## config.mk

```make
export PLATFORM = sky130hd
export DESIGN_NAME = hist_frame_ctrl
export DESIGN_NICKNAME = d
export VERILOG_FILES = /design/src/rtl/hist_frame_ctrl.sv
export SDC_FILE = /design/constraint.sdc
export NUM_CORES = 1
export LEC_CHECK = 0
export CORE_ASPECT_RATIO = 0.5
export CORE_MARGIN = 5
export CORE_UTILIZATION = 63
export CTS_BUF_LIST = sky130_fd_sc_hd__clkbuf_4 sky130_fd_sc_hd__clkbuf_8
export DETAILED_ROUTE_END_ITERATION = 8
export HOLD_SLACK_MARGIN = 0.05
export PLACE_DENSITY = 0.8
export SLEW_MARGIN = 20
export SYNTH_ARGS = -nofsm -noshare
export SYNTH_HDL_FRONTEND = slang
export SYNTH_SLANG_ARGS = --single-unit
```

## constraint.sdc

```tcl
create_clock -name clk -period 9.8 [get_ports clk]
set_input_delay 0.98 -clock clk [delete_from_list [all_inputs] [get_ports clk]]
set_output_delay 0.98 -clock clk [all_outputs]
set_load 0.02 [all_outputs]
```

## src/rtl/hist_frame_ctrl.sv

```systemverilog
`default_nettype none
// ============================================================================
//  Module   : hist_frame_ctrl
//  Purpose  : Frame-level sequencer for the histogram-equalisation datapath.
//             Counts accepted pixels against the active frame size and flags
//             end-of-frame. Flips the ping-pong histogram bank there, then
//             runs a read-and-clear scan of the retired bank. The scan ends
//             with a LUT bank swap. The pixel stream is stalled only when the
//             next frame would end before the scan is done.
//  Ports    : clk, rst                async active-high reset
//             i_control_in_data/valid {width[35:20], height[19:4], 4'h0}
//             i_pix_valid/o_pix_ready pixel handshake
//             o_hist_bank             bank currently accumulating
//             o_frame_eop             pulse, cycle after the last pixel
//             o_scan_*                scan strobe, address, bank, first/last
//             o_lut_swap/o_lut_bank   LUT completion pulse and active bank
//             o_busy                  scan/swap in progress
//             o_cfg_err               rejected configuration pulse
//             o_control_out_data/valid active frame size and publish pulse
//  Revision : 1.0  initial release
// ============================================================================
module hist_frame_ctrl #(
  parameter int W_DEF = 1920,
  parameter int H_DEF = 1080,
  parameter int NBINS = 256,
  parameter int CNT_W = 32
) (
  input  logic        clk,
  input  logic        rst,
  input  logic [35:0] i_control_in_data,
  input  logic        i_control_in_valid,
  input  logic        i_pix_valid,
  output logic        o_pix_ready,
  output logic        o_hist_bank,
  output logic        o_frame_eop,
  output logic        o_scan_en,
  output logic [7:0]  o_scan_addr,
  output logic        o_scan_bank,
  output logic        o_scan_first,
  output logic        o_scan_last,
  output logic        o_lut_swap,
  output logic        o_lut_bank,
  output logic        o_busy,
  output logic        o_cfg_err,
  output logic [35:0] o_control_out_data,
  output logic        o_control_out_valid
);

  localparam logic [7:0] c_SCAN_LAST = 8'(NBINS - 1);

  typedef enum logic [1:0] {
    ST_ACC  = 2'd0,
    ST_SCAN = 2'd1,
    ST_SWAP = 2'd2
  } state_t;

  state_t           r_state;
  logic [CNT_W-1:0] r_pix_cnt;
  logic [15:0]      r_width;
  logic [15:0]      r_height;
  logic [15:0]      r_pend_w;
  logic [15:0]      r_pend_h;
  logic             r_pend_valid;
  logic             r_pub_init;
  logic             r_hist_bank;
  logic             r_frame_eop;
  logic             r_scan_en;
  logic [7:0]       r_scan_addr;
  logic             r_scan_bank;
  logic             r_scan_first;
  logic             r_scan_last;
  logic             r_lut_swap;
  logic             r_lut_bank;
  logic             r_cfg_err;
  logic             r_ctrl_valid;

  logic [CNT_W-1:0] w_total;
  logic             w_cnt_last;
  logic             w_busy;
  logic             w_pix_ready;
  logic             w_accept;
  logic             w_frame_end;
  logic [15:0]      w_cfg_w;
  logic [15:0]      w_cfg_h;
  logic             w_cfg_ok;
  logic             w_cfg_bad;
  logic             w_cfg_now;
  logic             w_unused;

  assign w_total     = CNT_W'(r_width) * CNT_W'(r_height);
  assign w_cnt_last  = (r_pix_cnt == (w_total - CNT_W'(1)));
  assign w_busy      = (r_state != ST_ACC);
  // Hold back the last pixel of a frame until the previous scan/swap retires,
  // so every frame gets its own eop and scan.
  assign w_pix_ready = ~rst & ~(w_busy & w_cnt_last);
  assign w_accept    = i_pix_valid & w_pix_ready;
  assign w_frame_end = w_accept & w_cnt_last;

  assign w_cfg_w   = i_control_in_data[35:20];
  assign w_cfg_h   = i_control_in_data[19:4];
  assign w_cfg_ok  = i_control_in_valid & (w_cfg_w != 16'd0) & (w_cfg_h != 16'd0);
  assign w_cfg_bad = i_control_in_valid & ~w_cfg_ok;
  // Between frames with nothing arriving, a new size can go live at once.
  assign w_cfg_now = w_cfg_ok & (r_pix_cnt == '0) & ~w_accept;
  assign w_unused  = ^i_control_in_data[3:0];

  always_ff @(posedge clk or posedge rst) begin
    if (rst) begin
      r_state      <= ST_ACC;
      r_pix_cnt    <= '0;
      r_width      <= 16'(W_DEF);
      r_height     <= 16'(H_DEF);
      r_pend_w     <= 16'd0;
      r_pend_h     <= 16'd0;
      r_pend_valid <= 1'b0;
      r_pub_init   <= 1'b1;
      r_hist_bank  <= 1'b0;
      r_frame_eop  <= 1'b0;
      r_scan_en    <= 1'b0;
      r_scan_addr  <= 8'd0;
      r_scan_bank  <= 1'b0;
      r_scan_first <= 1'b0;
      r_scan_last  <= 1'b0;
      r_lut_swap   <= 1'b0;
      r_lut_bank   <= 1'b0;
      r_cfg_err    <= 1'b0;
      r_ctrl_valid <= 1'b0;
    end else begin
      r_frame_eop  <= 1'b0;
      r_lut_swap   <= 1'b0;
      r_cfg_err    <= w_cfg_bad;
      // The active size is published once after reset release.
      r_ctrl_valid <= r_pub_init;
      r_pub_init   <= 1'b0;

      if (w_accept) begin
        r_pix_cnt <= w_cnt_last ? '0 : r_pix_cnt + CNT_W'(1);
      end

      // A strobe coinciding with the last pixel beats any older pending size.
      if (w_frame_end) begin
        if (w_cfg_ok) begin
          r_width      <= w_cfg_w;
          r_height     <= w_cfg_h;
          r_ctrl_valid <= 1'b1;
          r_pend_valid <= 1'b0;
        end else if (r_pend_valid) begin
          r_width      <= r_pend_w;
          r_height     <= r_pend_h;
          r_ctrl_valid <= 1'b1;
          r_pend_valid <= 1'b0;
        end
      end else if (w_cfg_now) begin
        r_width      <= w_cfg_w;
        r_height     <= w_cfg_h;
        r_ctrl_valid <= 1'b1;
        r_pend_valid <= 1'b0;
      end else if (w_cfg_ok) begin
        r_pend_w     <= w_cfg_w;
        r_pend_h     <= w_cfg_h;
        r_pend_valid <= 1'b1;
      end

      case (r_state)
        ST_ACC: begin
          if (w_frame_end) begin
            r_state      <= ST_SCAN;
            r_frame_eop  <= 1'b1;
            r_hist_bank  <= ~r_hist_bank;
            r_scan_bank  <= r_hist_bank;
            r_scan_en    <= 1'b1;
            r_scan_addr  <= 8'd0;
            r_scan_first <= 1'b1;
            r_scan_last  <= (c_SCAN_LAST == 8'd0);
          end
        end
        ST_SCAN: begin
          if (r_scan_addr == c_SCAN_LAST) begin
            r_state      <= ST_SWAP;
            r_scan_en    <= 1'b0;
            r_scan_addr  <= 8'd0;
            r_scan_bank  <= 1'b0;
            r_scan_first <= 1'b0;
            r_scan_last  <= 1'b0;
            r_lut_swap   <= 1'b1;
            r_lut_bank   <= ~r_lut_bank;
          end else begin
            r_scan_addr  <= r_scan_addr + 8'd1;
            r_scan_first <= 1'b0;
            r_scan_last  <= ((r_scan_addr + 8'd1) == c_SCAN_LAST);
          end
        end
        ST_SWAP: begin
          r_state <= ST_ACC;
        end
        default: begin
          r_state <= ST_ACC;
        end
      endcase
    end
  end

  assign o_pix_ready         = w_pix_ready;
  assign o_hist_bank         = r_hist_bank;
  assign o_frame_eop         = r_frame_eop;
  assign o_scan_en           = r_scan_en;
  assign o_scan_addr         = r_scan_addr;
  assign o_scan_bank         = r_scan_bank;
  assign o_scan_first        = r_scan_first;
  assign o_scan_last         = r_scan_last;
  assign o_lut_swap          = r_lut_swap;
  assign o_lut_bank          = r_lut_bank;
  assign o_busy              = w_busy;
  assign o_cfg_err           = r_cfg_err;
  assign o_control_out_data  = {r_width, r_height, 4'h0};
  assign o_control_out_valid = r_ctrl_valid;

endmodule
`default_nettype wire
```

==> metrics.txt <==
status completed; Setup Skew 0.01851 ns; R2R Path End r_pix_cnt[30]; power density of the placed cells 89.67 nW/um^2; Clock Path Buffers 2; layout cells sized above 1 0.1024; sw frac 0.3841; Max Fclk 105.3 MHz; cell with the most instances after synthesis nand2_1; Worst R2R Setup Slack 1.00 ns; maximum VDD drop 0.07141 mV; fillers 1905; residual DRC count 0; Psw 593.3 uW; gr usage total 0.3190; fin. max-slew vios 0; hold path depth 1; CP Max Fanout 18; first-pass GRT wire length 72260 um; CP Class reg2out; sequential share of power 0.371; max_slew headroom 0.2468; Leak 0.007299 uW; post-cts resize count 0; port bufs 87; setup_tns 0 ns; register area share after synthesis 0.1862; Final nets 2073; Post-synth top cells nand2_1, fa_1, inv_1, ha_1, dfrtp_1; # H-tree levels 4; Num CTS Buffers 17; Worst-path clk slew 0.09 ns; Yosys top cell area share 0.2603; top cell type by total area after synthesis fa_1; Post-synth EDFFs 0; largest net degree at the start of global routing 74; FF+latch count, synth 118; WP data required 8.82 ns; yosys warns 0; # rows 41; remaining global-route overflow 0; unrepaired setup endpoints after global routing false; max_cap viols 0; core footprint 25030 um^2; Post-DRT Antenna Nets 0; Hold Startpoint o_lut_bank; Clk Latency, worst-skew pair 0.49 ns; initial core utilization 0.6360; vias in the first global route 13580; final WL 44620 um; final hold vios 0; drt first pass iters 8; Vias/cell 6.202; R2R cell count 21; total vias in the final route 12850; Clk pwr share 0.312; CTS tree done; Die Y-Extent 122.4 um; placer congestion estimate 0.9381; asr flop ratio synth 1.000; R2R Path Start r_width[2]; clock sinks 118; area growth from synthesis to layout 8.181%; initial DRC count 1283; Worst Hold Class reg2reg; per-cell routed wire length 21.53 um; Synth area leaders fa_1, dfrtp_1, ha_1, nand2_1, inv_1; Hold Buf Count CTS 0; Critical Path Start Type register; Synth cell types 80; HPWL after detailed placement 34110 um; crit path DAT 8.52 ns; syn avg cell area 9.427 um^2; Clock Tree Root clkbuf_8; Tot Pwr 1545 uW; mapped cell area 15920 um^2; die area 28740 um^2; final worst path period share 0.9695; fin crit period 9.501 ns; CP Capture Type primary output; post-CTS setup buffer count 0; instance count of the mapped netlist 1689; # IOs 96; Final setup viols 0; Logic pwr share 0.317; Worst Hold End o_lut_bank; initial antenna violation count 0; cell-internal power 951.3 uW; Primary FF master, synth dfrtp_1; Least-Margin Pin Slew 1.118 ns; Antenna diodes 0; Die Span X 234.8 um
logic make-up after synthesis:
family | after synthesis | synth area share
flops | 118 | 0.1862
xor+xnor | 55 | 0.03026
simple gates | 579 | 0.1786
fa+ha+maj | 318 | 0.3475
compound gates | 209 | 0.09360
buf+inv | 298 | 0.07906
mux | 111 | 0.08456
other cells | 1 | 0.0002355
critical path, stage by stage, from the launching register on:
cell	delay (ns)
dfrtp_1	1.01
nand2_1	0.27
fa_1	0.64
inv_1	0.05
ha_1	0.18
inv_1	0.07
fa_1	0.45
fa_1	0.58
fa_1	0.46
fa_1	0.50
inv_1	0.09
ha_1	0.46
nand2_1	0.11
o21ai_0	0.89
a21o_2	0.32
nor3_2	0.07
a2111oi_2	0.42
nand4_1	0.24
nor3_4	0.42
a31oi_1	0.19
clkdlybuf4s50_1	0.58
power groups by stage:
stage               registers, uW  logic (uW)  clock network [uW]
floorplan                     549         360                   0
global placement              575         471                   0
detailed placement            579         478                   0
CTS                           570         482                 489
global route                  577         531                 513
finish                        573         490                 482
state kept, by name (all words and copies together), names as in the netlist:
signal	cells
r_pix_cnt	32
r_height	16
r_pend_h	16
r_pend_w	16
r_width	16
o_scan_addr	8
r_state	2
o_cfg_err	1
o_control_out_valid	1
o_frame_eop	1
o_hist_bank	1
o_lut_bank	1
o_lut_swap	1
o_scan_bank	1
o_scan_en	1
o_scan_first	1
o_scan_last	1
r_pend_valid	1
r_pub_init	1
layout make-up:
cell class                      count  area [um^2]  area share
Inverter                          207        779.5     0.04526
Tap cell                          344        430.4     0.02499
Multi-Input combinational cell   1277        11710      0.6801
Timing Repair Buffer               94        923.4     0.05361
Clock inverter                     15        178.9     0.01039
Sequential cell                   118         2964      0.1721
Clock buffer                       17        234.0     0.01358
layer usage:
metal | track usage | vias up | part of all wire
met5 | 0 | - | 0
met4 | 0.1050 | 0 | 0.033
met3 | 0.08083 | 138 | 0.095
met2 | 0.5255 | 696 | 0.47
met1 | 0.4218 | 6389 | 0.41
li1 | - | 5628 | -
how the worst max path moves through the flow:
stage | startpoint | to | cells past startpoint
detailed placement | r_height[2] | o_pix_ready | 18
finish | r_width[2] | o_pix_ready | 20
global route | r_height[2] | o_pix_ready | 18
CTS | r_height[2] | o_pix_ready | 18
floorplan | r_width[8] | o_pix_ready | 20
global placement | r_height[2] | o_pix_ready | 18
placed cells by master, fill, tap and decap left out, types with 30 or more instances in the layout:
cell,count
fa_1,207
clkdlybuf4s50_1,87
and2_1,87
mux2_2,61
dfrtp_1,109
nand2_1,259
nand3_1,44
inv_1,206
a21oi_1,46
nor2_1,53
mux2_4,30
o21ai_0,34
ha_1,111
xnor2_1,34
per-stage QoR:
stage               worst slack, ns  area [um^2]  hold WS, ns  cells    util
detailed placement            1.062        16810       0.4917   2040  0.6715
global placement              1.166        16810       0.4600   2040  0.6715
finish                       0.2988        17220       0.5060   2072  0.6880
floorplan                     2.291        15940       0.4749   1693       -
CTS                          0.4949        17220       0.5093   2072  0.6880
global route                0.05923        17220       0.5155   2072  0.6880
No activity file was read; power rests on OpenSTA's default activity.
